<file path="config.mk">
export PLATFORM = sky130hd
export DESIGN_NAME = fb_hex_writer_flat
export DESIGN_NICKNAME = d
export VERILOG_FILES = /design/src/rtl/fb_hex_writer_if.sv /design/src/rtl/fb_hex_writer.sv /design/src/flat_wrapper.sv
export SDC_FILE = /design/constraint.sdc
export NUM_CORES = 1
export LEC_CHECK = 0
export ABC_AREA = 0
export BUFFER_PORTS_ARGS = -buffer_cell sky130_fd_sc_hd__buf_2
export CORE_MARGIN = 5
export CORE_UTILIZATION = 40
export DETAILED_ROUTE_END_ITERATION = 12
export GPL_ROUTABILITY_DRIVEN = 0
export PLACE_DENSITY_LB_ADDON = 0.3
export SETUP_SLACK_MARGIN = 0.15
export SYNTH_ARGS = -nofsm -noshare
export SYNTH_HDL_FRONTEND = slang
export SYNTH_SLANG_ARGS = --single-unit
export TNS_END_PERCENT = 10
</file>
<file path="constraint.sdc">
create_clock -name clk -period 2.6 [get_ports clk]
set_input_delay 0.78 -clock clk [delete_from_list [all_inputs] [get_ports clk]]
set_output_delay 0.78 -clock clk [all_outputs]
set_load 0.05 [all_outputs]
</file>
<file path="src/rtl/fb_hex_writer_if.sv">
// rtl/fb_hex_writer_if.sv - font ROM read port and framebuffer write port bundle
interface fb_hex_writer_if;
    logic [10:0] rom_addr;
    logic [7:0]  rom_data;
    logic        fb_we;
    logic [31:0] fb_waddr;
    logic [7:0]  fb_wdata;

    modport master (
        output rom_addr,
        input  rom_data,
        output fb_we,
        output fb_waddr,
        output fb_wdata
    );

    modport slave (
        input  rom_addr,
        output rom_data,
        input  fb_we,
        input  fb_waddr,
        input  fb_wdata
    );
endinterface

</file>
<file path="src/rtl/fb_hex_writer.sv">
// rtl/fb_hex_writer.sv - renders seven-segment digit glyphs from a font ROM into a framebuffer
module fb_hex_writer #(
    parameter int NDIGITS      = 4,
    parameter int GLYPH_ROWS   = 16,
    parameter int ROW_STRIDE   = 40,
    parameter int DIGIT_STRIDE = 2,
    parameter int FB_BASE      = 0
) (
    input  logic                   clk,
    input  logic                   rst_n,
    input  logic [7*NDIGITS-1:0]   hex_d,
    input  logic                   refresh,
    fb_hex_writer_if.master        bus,
    output logic                   busy,
    output logic                   done
);

    localparam int ROW_W = $clog2(GLYPH_ROWS);
    localparam int DIG_W = (NDIGITS > 1) ? $clog2(NDIGITS) : 1;
    localparam int IDX_W = ROW_W + DIG_W;
    localparam logic [IDX_W-1:0] IDX_LAST = IDX_W'(NDIGITS * GLYPH_ROWS - 1);

    typedef enum logic [1:0] {
        IDLE  = 2'd0,
        RUN   = 2'd1,
        DRAIN = 2'd2
    } state_t;

    state_t                 state;
    state_t                 state_nxt;
    logic [IDX_W-1:0]       idx;
    logic [7*NDIGITS-1:0]   snap;
    logic                   boot;
    logic                   we_q;
    logic [31:0]            waddr_q;

    logic [ROW_W-1:0]       row;
    logic [DIG_W-1:0]       digit;
    logic [6:0]             code;
    logic                   start;
    logic [31:0]            waddr_nxt;

    // Inner loop walks glyph rows, outer loop walks digits.
    assign row   = idx[ROW_W-1:0];
    assign digit = idx[IDX_W-1:ROW_W];
    assign code  = snap[7*int'(digit) +: 7];

    // A pass is due on new codes, an explicit refresh, or the first cycle out of reset.
    assign start = (hex_d != snap) || refresh || boot;

    // Byte address of the glyph row being fetched this cycle; lands on the bus next cycle.
    assign waddr_nxt = 32'(FB_BASE)
                     + 32'(digit) * 32'(DIGIT_STRIDE)
                     + 32'(row) * 32'(ROW_STRIDE);

    // Next-state logic.
    always_comb begin
        state_nxt = state;
        case (state)
            IDLE:    if (start) state_nxt = RUN;
            RUN:     if (idx == IDX_LAST) state_nxt = DRAIN;
            DRAIN:   state_nxt = IDLE;
            default: state_nxt = IDLE;
        endcase
    end

    // State register.
    always_ff @(posedge clk or negedge rst_n) begin
        if (!rst_n) begin
            state <= IDLE;
        end else begin
            state <= state_nxt;
        end
    end

    // Pass bookkeeping and the one-cycle-delayed write stage that matches ROM latency.
    always_ff @(posedge clk or negedge rst_n) begin
        if (!rst_n) begin
            idx     <= '0;
            snap    <= '0;
            boot    <= 1'b1;
            we_q    <= 1'b0;
            waddr_q <= '0;
        end else begin
            we_q <= (state == RUN);
            if (state == IDLE && start) begin
                snap <= hex_d;
                boot <= 1'b0;
                idx  <= '0;
            end else if (state == RUN) begin
                idx <= idx + 1'b1;
            end
            if (state == RUN) begin
                waddr_q <= waddr_nxt;
            end
        end
    end

    // Bus outputs; write data is gated so it reads zero whenever no write is in flight.
    always_comb begin
        bus.rom_addr = 11'd0;
        if (state == RUN) begin
            bus.rom_addr = 11'({code, row});
        end
        bus.fb_we    = we_q;
        bus.fb_waddr = waddr_q;
        bus.fb_wdata = we_q ? bus.rom_data : 8'd0;
        busy         = (state != IDLE);
        done         = (state == DRAIN);
    end

endmodule

</file>
<file path="src/flat_wrapper.sv">
// flat-port wrapper written by rule: the top's interface ports become plain ports
module fb_hex_writer_flat 
#(
    parameter int NDIGITS      = 4,
    parameter int GLYPH_ROWS   = 16,
    parameter int ROW_STRIDE   = 40,
    parameter int DIGIT_STRIDE = 2,
    parameter int FB_BASE      = 0
)
  (clk, rst_n, hex_d, refresh, busy, done, bus_rom_addr, bus_rom_data, bus_fb_we, bus_fb_waddr, bus_fb_wdata);
  fb_hex_writer_if bus_i ();
  input  logic clk;
  input  logic rst_n;
  input  logic [7*NDIGITS-1:0] hex_d;
  input  logic refresh;
  output logic busy;
  output logic done;
  output wire logic [$bits(bus_i.rom_addr)-1:0] bus_rom_addr;
  input wire logic [$bits(bus_i.rom_data)-1:0] bus_rom_data;
  output wire logic [$bits(bus_i.fb_we)-1:0] bus_fb_we;
  output wire logic [$bits(bus_i.fb_waddr)-1:0] bus_fb_waddr;
  output wire logic [$bits(bus_i.fb_wdata)-1:0] bus_fb_wdata;
  assign bus_rom_addr = bus_i.rom_addr;
  assign bus_i.rom_data = bus_rom_data;
  assign bus_fb_we = bus_i.fb_we;
  assign bus_fb_waddr = bus_i.fb_waddr;
  assign bus_fb_wdata = bus_i.fb_wdata;
  fb_hex_writer #(.NDIGITS(NDIGITS), .GLYPH_ROWS(GLYPH_ROWS), .ROW_STRIDE(ROW_STRIDE), .DIGIT_STRIDE(DIGIT_STRIDE), .FB_BASE(FB_BASE)) u_core (.clk(clk), .rst_n(rst_n), .hex_d(hex_d), .refresh(refresh), .bus(bus_i), .busy(busy), .done(done));
endmodule
</file>
== Yosys cells after proc, flatten, opt, wreduce, memory -nomap -nowiden ==
Index checks and enable logic that the tools add are counted.

* Register bits after elaboration: 70
* Latch bits: 0
* RAM bits: 0
* Bits in read-only memories: 0
* Output and inout port bits: 54
* Logic and storage cells: 31
* Memories: 0

* Add/sub/neg operators: 2
* $mul: 2
* Divide/modulo/power cells: 0
* Order comparisons: 0
* Eq/ne operators: 6
* Shifts and indexed selects: 1
* Mux-type cells: 7
* Bitwise operators: 0
* Reduce and logical (&&, ||, !) cells: 7

{| class="wikitable"
|+ Operator list
! operator !! count
|-
| $shiftx A28 B32 Y7 || 1
|-
| $ne A28 B28 Y1 || 1
|-
| $mux W6 || 2
|-
| $add A3 B10 Y11 || 1
|-
| $mux W11 || 1
|-
| $mux W8 || 1
|-
| $mul A4 B3 Y7 const B || 1
|-
| $add A6 B1 Y6 const B || 1
|-
| $eq A6 B6 Y1 const B || 1
|-
| $mul A3 B2 Y5 const A || 1
|-
| $mux W2 || 2
|-
| $ne A2 B1 Y1 const B || 2
|-
| $pmux W2 S2 || 1
|-
| $reduce_bool A2 Y1 || 2
|-
| $eq A2 B1 Y1 const B || 1
|-
| $eq A2 B2 Y1 const B || 1
|-
| $logic_not A2 Y1 || 1
|-
| $logic_or A1 B1 Y1 || 2
|-
| $reduce_and A2 Y1 || 1
|-
| $logic_and A1 B1 Y1 || 1
|}

== Depth between registers and ports, before layout ==
Gate-level depths: netlist (run 1).

* Word-level depth: 5
* Depth in mapped cells: 7

== Least setup slack after synthesis (run 1) ==
OpenSTA, ideal clock, no wires.

* Path type: flip-flop to output port
* Start point: reg u_core.state[1]
* End point: out bus_rom_addr[2]
* Arrival time: 1.696 ns
* Required time: 1.820 ns
* Path slack: 0.124 ns
* Cell stages (with the launch flop): 6
* Path buffers: 3
* Cells stage by stage: dfrtp_1 -> clkbuf_1 -> nand2b_1 -> clkbuf_1 -> clkbuf_1 -> nor2_1

* Longest elaborated chain between the ends: 2

{| class="wikitable"
|+ RTL lines
! item !! RTL line !! source
|-
| from (decl) || fb_hex_writer.sv:29 || <nowiki>state_t state;</nowiki>
|-
| from (signal assigned) || fb_hex_writer.sv:72 || <nowiki>state <= state_nxt;</nowiki>
|-
| $eq A2 B1 Y1 || fb_hex_writer.sv:102 || <nowiki>if (state == RUN) begin</nowiki>
|-
| $mux W11 || fb_hex_writer.sv:102 ||
|-
| to (decl) || flat_wrapper.sv:18 || <nowiki>output wire logic [$bits(bus_i.rom_addr)-1:0] bus_rom_addr;</nowiki>
|}

Every way passes these cells.

== Final worst setup path (run 1) ==
* Start point: reg u_core.idx[4]
* End point: out bus_rom_addr[7]

* Longest elaborated chain between the ends: 3

{| class="wikitable"
|+ RTL lines
! item !! RTL line !! source
|-
| from (decl) || fb_hex_writer.sv:31 || <nowiki>logic [IDX_W-1:0] idx;</nowiki>
|-
| from (signal assigned) || fb_hex_writer.sv:91 || <nowiki>idx <= idx + 1'b1;</nowiki>
|-
| $mul A3 B2 Y5 || fb_hex_writer.sv:46 || <nowiki>assign code = snap[7*int'(digit) +: 7];</nowiki>
|-
| $shiftx A28 B32 Y7 || fb_hex_writer.sv:46 ||
|-
| $mux W11 || fb_hex_writer.sv:102 ||
|}

Every way passes these cells.

==> results of run 1 <==
-- per-stage QoR --
step	hold slack, ns	TNS (ns)
floorplan	0.473	0
CTS	0.481	0
finish	0.474	0
global placement	0.454	0
detailed placement	0.460	-0.347
global route	0.503	0
-- area by class of cell --
class / count / area [µm²] / share of cell area [%]
multi-input combinational: 177 / 1400 / 42.6
sequential: 47 / 1180 / 35.9
timing repair buffer: 80 / 503 / 15.3
tap: 80 / 100 / 3.05
clock buffer: 6 / 72.6 / 2.21
clock inverter: 2 / 17.5 / 0.533
inverter: 4 / 15.0 / 0.457
-- critical path, cell delays in order, from the launching register on --
cell and delay, ns:
dfrtp_1 0.38, buf_6 0.13, mux4_2 0.47, and2_1 0.17, buf_4 0.18
-- power groups by stage --
stage          combinational (mW)  clock, mW  sequential (mW)
4_1_cts                     0.271      0.474            0.773
3_5_place_dp                0.262          0            0.788
3_3_place_gp                0.261          0            0.787
6_report                    0.271      0.454            0.773
2_1_floorplan               0.210          0            0.783
5_1_grt                     0.292      0.502            0.777
-- routing by layer --
metal	up-vias	GRT usage (%)	share of wire (%)
li1	929	-	-
met1	919	18.4	43
met2	74	24.0	48
met3	9	3.90	7.5
met4	0	4.08	1.1
met5	-	0	0
-- worst max-delay path by stage --
stage                 endpoint
6_report       bus_rom_addr[7]
5_1_grt        bus_rom_addr[8]
4_1_cts        bus_rom_addr[8]
3_5_place_dp   u_core.snap[21]
3_3_place_gp    u_core.snap[6]
2_1_floorplan  bus_rom_addr[5]
-- placed cells by master (no fill, tap or decap), types with 3 or more instances in the layout --
cell type | netlist | routed
mux4_2 | 7 | 7
nand2_1 | 20 | 20
buf_4 | 24 | 11
o311ai_0 | 3 | 3
nor3_1 | 3 | 3
nand3_1 | 5 | 5
o21ai_0 | 3 | 3
ha_1 | 5 | 5
and2_4 | 0 | 3
nor4_1 | 6 | 6
buf_6 | 1 | 6
a22o_1 | 3 | 3
buf_2 | 4 | 59
mux2_2 | 19 | 19
dfrtp_1 | 46 | 45
conb_1 | 1 | 23
mux2_1 | 9 | 9
and2_1 | 19 | 16
inv_1 | 4 | 4
xor2_1 | 29 | 29
a21o_1 | 8 | 8
clkbuf_8 | 0 | 5
-- state kept, by name, indices dropped and copies added, names as in the netlist --
| register | cells |
|---|---|
| u_core.boot | 1 |
| u_core.bus.fb_waddr | 9 |
| u_core.state | 2 |
| u_core.idx | 6 |
| u_core.bus.fb_we | 1 |
| u_core.snap | 28 |
-- cells by family after synthesis --
| family | after synthesis | share of synthesized area [%] |
|---|---|---|
| simple gates | 64 | 12.3 |
| xor+xnor | 29 | 9.31 |
| compound gates | 20 | 5.55 |
| buf+inv | 39 | 9.13 |
| fa+ha+maj | 6 | 3.03 |
| other cells | 1 | 0.137 |
| flops | 47 | 43.2 |
| mux | 35 | 17.3 |
-- timing repair --
action                                  in CTS  in global routing
hold endpoints to repair                     0                  0
setup buffers                                1                  0
pin swaps                                    0                  3
endpoints found under the setup margin       7                 10
gates resized for setup                     15                 11
==> results.py, run 1 <==
metrics = {
    "synthesis": {
        "ys_ff_latch": 47,
        "synth.distinct_cells": 32,
        "synth_top_cell_by_area": "dfrtp_1",
        "yosys-top-cells-area": "dfrtp_1 (42%), xor2_1 (9.3%), mux2_2 (7.8%)",
        "ys.flop_type": "dfrtp_1",
        "syn_area_mm2": 0.00273,
        "ys_warn_count": 0,
        "ys_async_sr_fraction_pct": 100,
        "yosysSeqAreaShare_pct": 43.2,
        "yosys-top-cells-count": "dfrtp_1 (46), xor2_1 (29), buf_4 (24)",
        "synth.top_cell.area_share_pct": 42.2,
        "synthCells": 241,
        "avgSynthCellArea_um2": 11.3,
        "synth_most_common_cell": "dfrtp_1",
        "synth-edff-count": 0,
    },
    "place": {
        "place_ws_ns": -0.0282,
        "placed_area_mm2": 0.00312,
        "dp_hpwl_um": 4500,
        "dpl.cell_count": 387,
        "numPortBuffers": 69,
    },
    "routing": {
        "vias": 1931,
        "drt_pass1_iterations": 4,
        "antenna_left": 0,
        "drt_iter0_markers": 47,
        "drc": 0,
        "wire_per_inst_um": 14.7,
        "postRouteWirelength_um": 5820,
        "routed_via_density": 4.88,
    },
    "critical_path": {
        "r2r-start": "u_core.snap[2]",
        "timing.critical_path.from": "u_core.idx[4]",
        "r2r_slack_ns": 0.49,
        "cp.required_ns": 1.82,
        "reg2reg_depth": 6,
        "worst_setup_path_end_kind": "primary output",
        "arrival_ns": 1.64,
        "crit_fanout": 4,
        "start_kind": "flip-flop",
        "crit_type": "reg2out",
        "r2r-end": "u_core.snap[21]",
    },
    "pwr": {
        "p_switching_mw": 0.464,
        "switching_share_pct": 31.0,
        "clock_power_share_pct": 30.3,
        "powerDensity_mw_per_mm2": 456,
        "seq_power_share_pct": 51.6,
        "total_power_mw": 1.50,
        "ir_drop_uv": 253,
        "p_leak_nw": 1.60,
        "p_int_mw": 1.03,
        "combinationalPowerShare_pct": 18.1,
    },
    "finish": {
        "final.fill_count": 639,
        "fin_nets": 360,
        "area_delta_synth_final_pct": 20.4,
        "final_cells": 396,
        "design_area_mm2": 0.00328,
        "drive_gt1_share_pct": 38.9,
        "antennaDiodeCount": 0,
        "postLayoutCoreUtil_pct": 48.9,
    },
    "timing": {
        "finalCritPeriodShare_pct": 93.1,
        "relSlewSlack_pct": 59.9,
        "max_freq_ghz": 0.413,
        "finalHoldViolCount": 0,
        "worst_pin_slew_ns": 0.601,
        "setup_violations": 0,
        "skew_ns": 0.00927,
        "min_period_ns": 2.42,
        "rsz0062_at_grt": "yes",
        "setup_ws_ns": 0.179,
        "drv_slew": 0,
    },
    "floorplan": {
        "die_h_um": 92.6,
        "row_count": 30,
        "initial_core_util_pct": 40.6,
        "die_w_um": 92.6,
        "dieArea_mm2": 0.00857,
        "ios": 93,
        "core-area_mm2": 0.00672,
    },
    "clock_tree": {
        "cts.sinks": 47,
        "htreeDepth": 2,
        "root_buffer": "clkbuf_8",
        "cts_buffers": 5,
        "worstSkewPairLatency_ns": 0.31,
        "cts.path.max_buffers": 2,
        "path_clk_slew_ns": 0.08,
        "cts-hold-fix-buffers": 0,
        "cts_tree": "yes",
    },
    "min_path": {
        "hold_path_end": "u_core.bus.fb_waddr[5]",
        "min_path_type": "reg2reg",
        "min_path_cells": 2,
        "hp-start": "u_core.bus.fb_waddr[5]",
    },
    "run": {
        "drv_cap": 0,
    },
    "global_route": {
        "grt_pass1_vias": 1997,
        "grt_pass1_wl_um": 9740,
        "grt.overflow.total": 0,
        "grt_max_degree": 48,
        "grt_usage_pct": 14.4,
        "antenna_found_initial": 0,
    },
    "status": {
        "status": "finished clean",
    },
}
Note: power is estimated with default switching activity, not from simulation.
==> run 2: changes to the inputs <==
PLACE_DENSITY_LB_ADDON = 0.08   (was 0.3)
==> results.py, run 2 (synthesis results as in run 1) <==
metrics = {
    "global_route": {
        "grt_max_degree": 20,
        "antenna_found_initial": 0,
        "grt_pass1_wl_um": 9520,
        "grt_usage_pct": 14.3,
        "grt_pass1_vias": 1909,
        "grt.overflow.total": 0,
    },
    "pwr": {
        "powerDensity_mw_per_mm2": 482,
        "ir_drop_uv": 247,
        "p_leak_nw": 1.63,
    },
    "critical_path": {
        "max_stage_delay_ns": 0.50,
        "start_kind": "flip-flop",
        "crit_chain": "buf_6 > mux4_2 > and2_4 > buf_6",
        "cp_top_family": "multiplexers",
        "worst_setup_path_end_kind": "primary output",
        "crit_fanout": 4,
        "path_buf_inv": 2,
        "crit_type": "reg2out",
        "cp.required_ns": 1.82,
        "cp_slowest_cell": "mux4_2",
        "crit_top_cell": "buf_6",
        "arrival_ns": 1.65,
    },
    "finish": {
        "antennaDiodeCount": 0,
        "design_area_mm2": 0.00332,
        "drive_gt1_share_pct": 41.4,
        "fin_nets": 363,
        "area_delta_synth_final_pct": 21.9,
        "largest_register": "u_core.snap",
        "final_common_cell": "buf_2",
        "final.fill_count": 645,
        "final_cell_mix": "buf_2 (62), dfrtp_1 (45), xor2_1 (29)",
        "largest_reg_flops": 28,
        "final_cells": 399,
    },
    "timing": {
        "skew_ns": 0.00889,
        "whs_ns": 0.359,
        "finalCritPeriodShare_pct": 93.3,
        "drv_slew": 0,
        "max_freq_ghz": 0.412,
        "setup_violations": 0,
        "rsz0062_at_grt": "yes",
        "min_period_ns": 2.43,
        "finalHoldViolCount": 0,
    },
    "routing": {
        "drc": 0,
        "wire_per_inst_um": 14.8,
        "antenna_left": 0,
        "drt_iter0_markers": 39,
        "postRouteWirelength_um": 5910,
        "routed_via_density": 4.76,
        "vias": 1901,
        "drt_pass1_iterations": 4,
    },
    "place": {
        "numPortBuffers": 69,
        "dp_hpwl_um": 4610,
        "dpl.cell_count": 389,
        "placed_area_mm2": 0.00312,
    },
    "floorplan": {
        "die_w_um": 92.6,
        "dieArea_mm2": 0.00857,
        "initial_core_util_pct": 40.6,
        "ios": 93,
        "die_h_um": 92.6,
        "core-area_mm2": 0.00672,
        "row_count": 30,
    },
    "clock_tree": {
        "cts_buffers": 5,
        "cts.sinks": 47,
        "cts.path.max_buffers": 2,
        "root_buffer": "clkbuf_8",
        "cts_tree": "yes",
        "htreeDepth": 2,
        "worstSkewPairLatency_ns": 0.30,
        "path_clk_slew_ns": 0.09,
    },
    "run": {
        "drv_cap": 0,
    },
    "min_path": {
        "min_path_type": "in2async",
    },
    "status": {
        "status": "finished clean",
    },
}
## run 2: cell count changes in the layout (fill, tap and decap cells not counted), moves of 2 or more
cell / change
buf_8: -2
and2_1: -4
and2_4: +4
buf_6: +3
buf_2: +3
clkinv_4: -2
## run 2: layout make-up
type	count	area [µm²]	area share, %
Multi-Input combinational cell	177	1410	42.3
Sequential cell	47	1180	35.5
Timing Repair Buffer	83	502	15.1
Tap cell	80	100	3.01
Clock buffer	6	82.6	2.48
Clock inverter	2	35.0	1.05
Inverter	4	18.8	0.565
## run 2: through the flow
step	setup TNS (ns)	util (%)	setup slack (ns)	total power [mW]
floorplan	0	-	0.151	0.993
global placement	-0.214	46.4	-0.0183	1.05
detailed placement	-1.13	46.4	-0.0649	1.05
CTS	0	48.9	0.128	1.62
global route	0	49.5	0.109	1.68
finish	0	49.5	0.174	1.60
## run 2: power breakdown
part           leakage [nW]  total [mW]  internal [mW]  switching, mW
Combinational          1.02       0.273         0.0910          0.182
Clock                0.0612       0.557          0.311          0.246
Sequential            0.554       0.773          0.753         0.0203
Total                  1.63        1.60           1.16          0.448
## run 2: metal layers
layer  part of all wire (%)  global-route usage, %  up-vias
met3                    4.8                   3.41        7
met2                     50                   24.0       42
met5                      0                      0        -
met4                   0.97                   3.71        0
li1                       -                      -      933
met1                     44                   18.4      919
## run 2: worst paths after layout
| kind | startpoint | endpoint | slack, ns | depth (start not counted) |
|---|---|---|---|---|
| worst min register to register | u_core.bus.fb_waddr[6] | u_core.bus.fb_waddr[6] | 0.47 | 2 |
| worst min-delay path | rst_n | u_core.snap[10] | 0.36 | 1 |
| min in group clk | u_core.bus.fb_waddr[6] | u_core.bus.fb_waddr[6] | 0.47 | 2 |
| max in group asynchronous | rst_n | u_core.boot | 1.66 | 2 |
| worst max-delay path | u_core.idx[4] | bus_rom_addr[10] | 0.17 | 4 |
| worst max register to register | u_core.snap[25] | u_core.snap[5] | 0.48 | 6 |
## run 2: worst register-to-register path, stage by stage (launching register included)
cell and delay [ns]:
dfrtp_1 0.41, xor2_1 0.15, nor4_1 0.38, nand4_1 0.23, o21bai_2 0.21, buf_4 0.27
mux2_2 0.36
## run 2: timing repair
action                                  in CTS  in global routing
endpoints found under the setup margin       7                 10
hold buffers                                 0                  0
buffers inserted                             2                  0
resized for setup                           12                 13
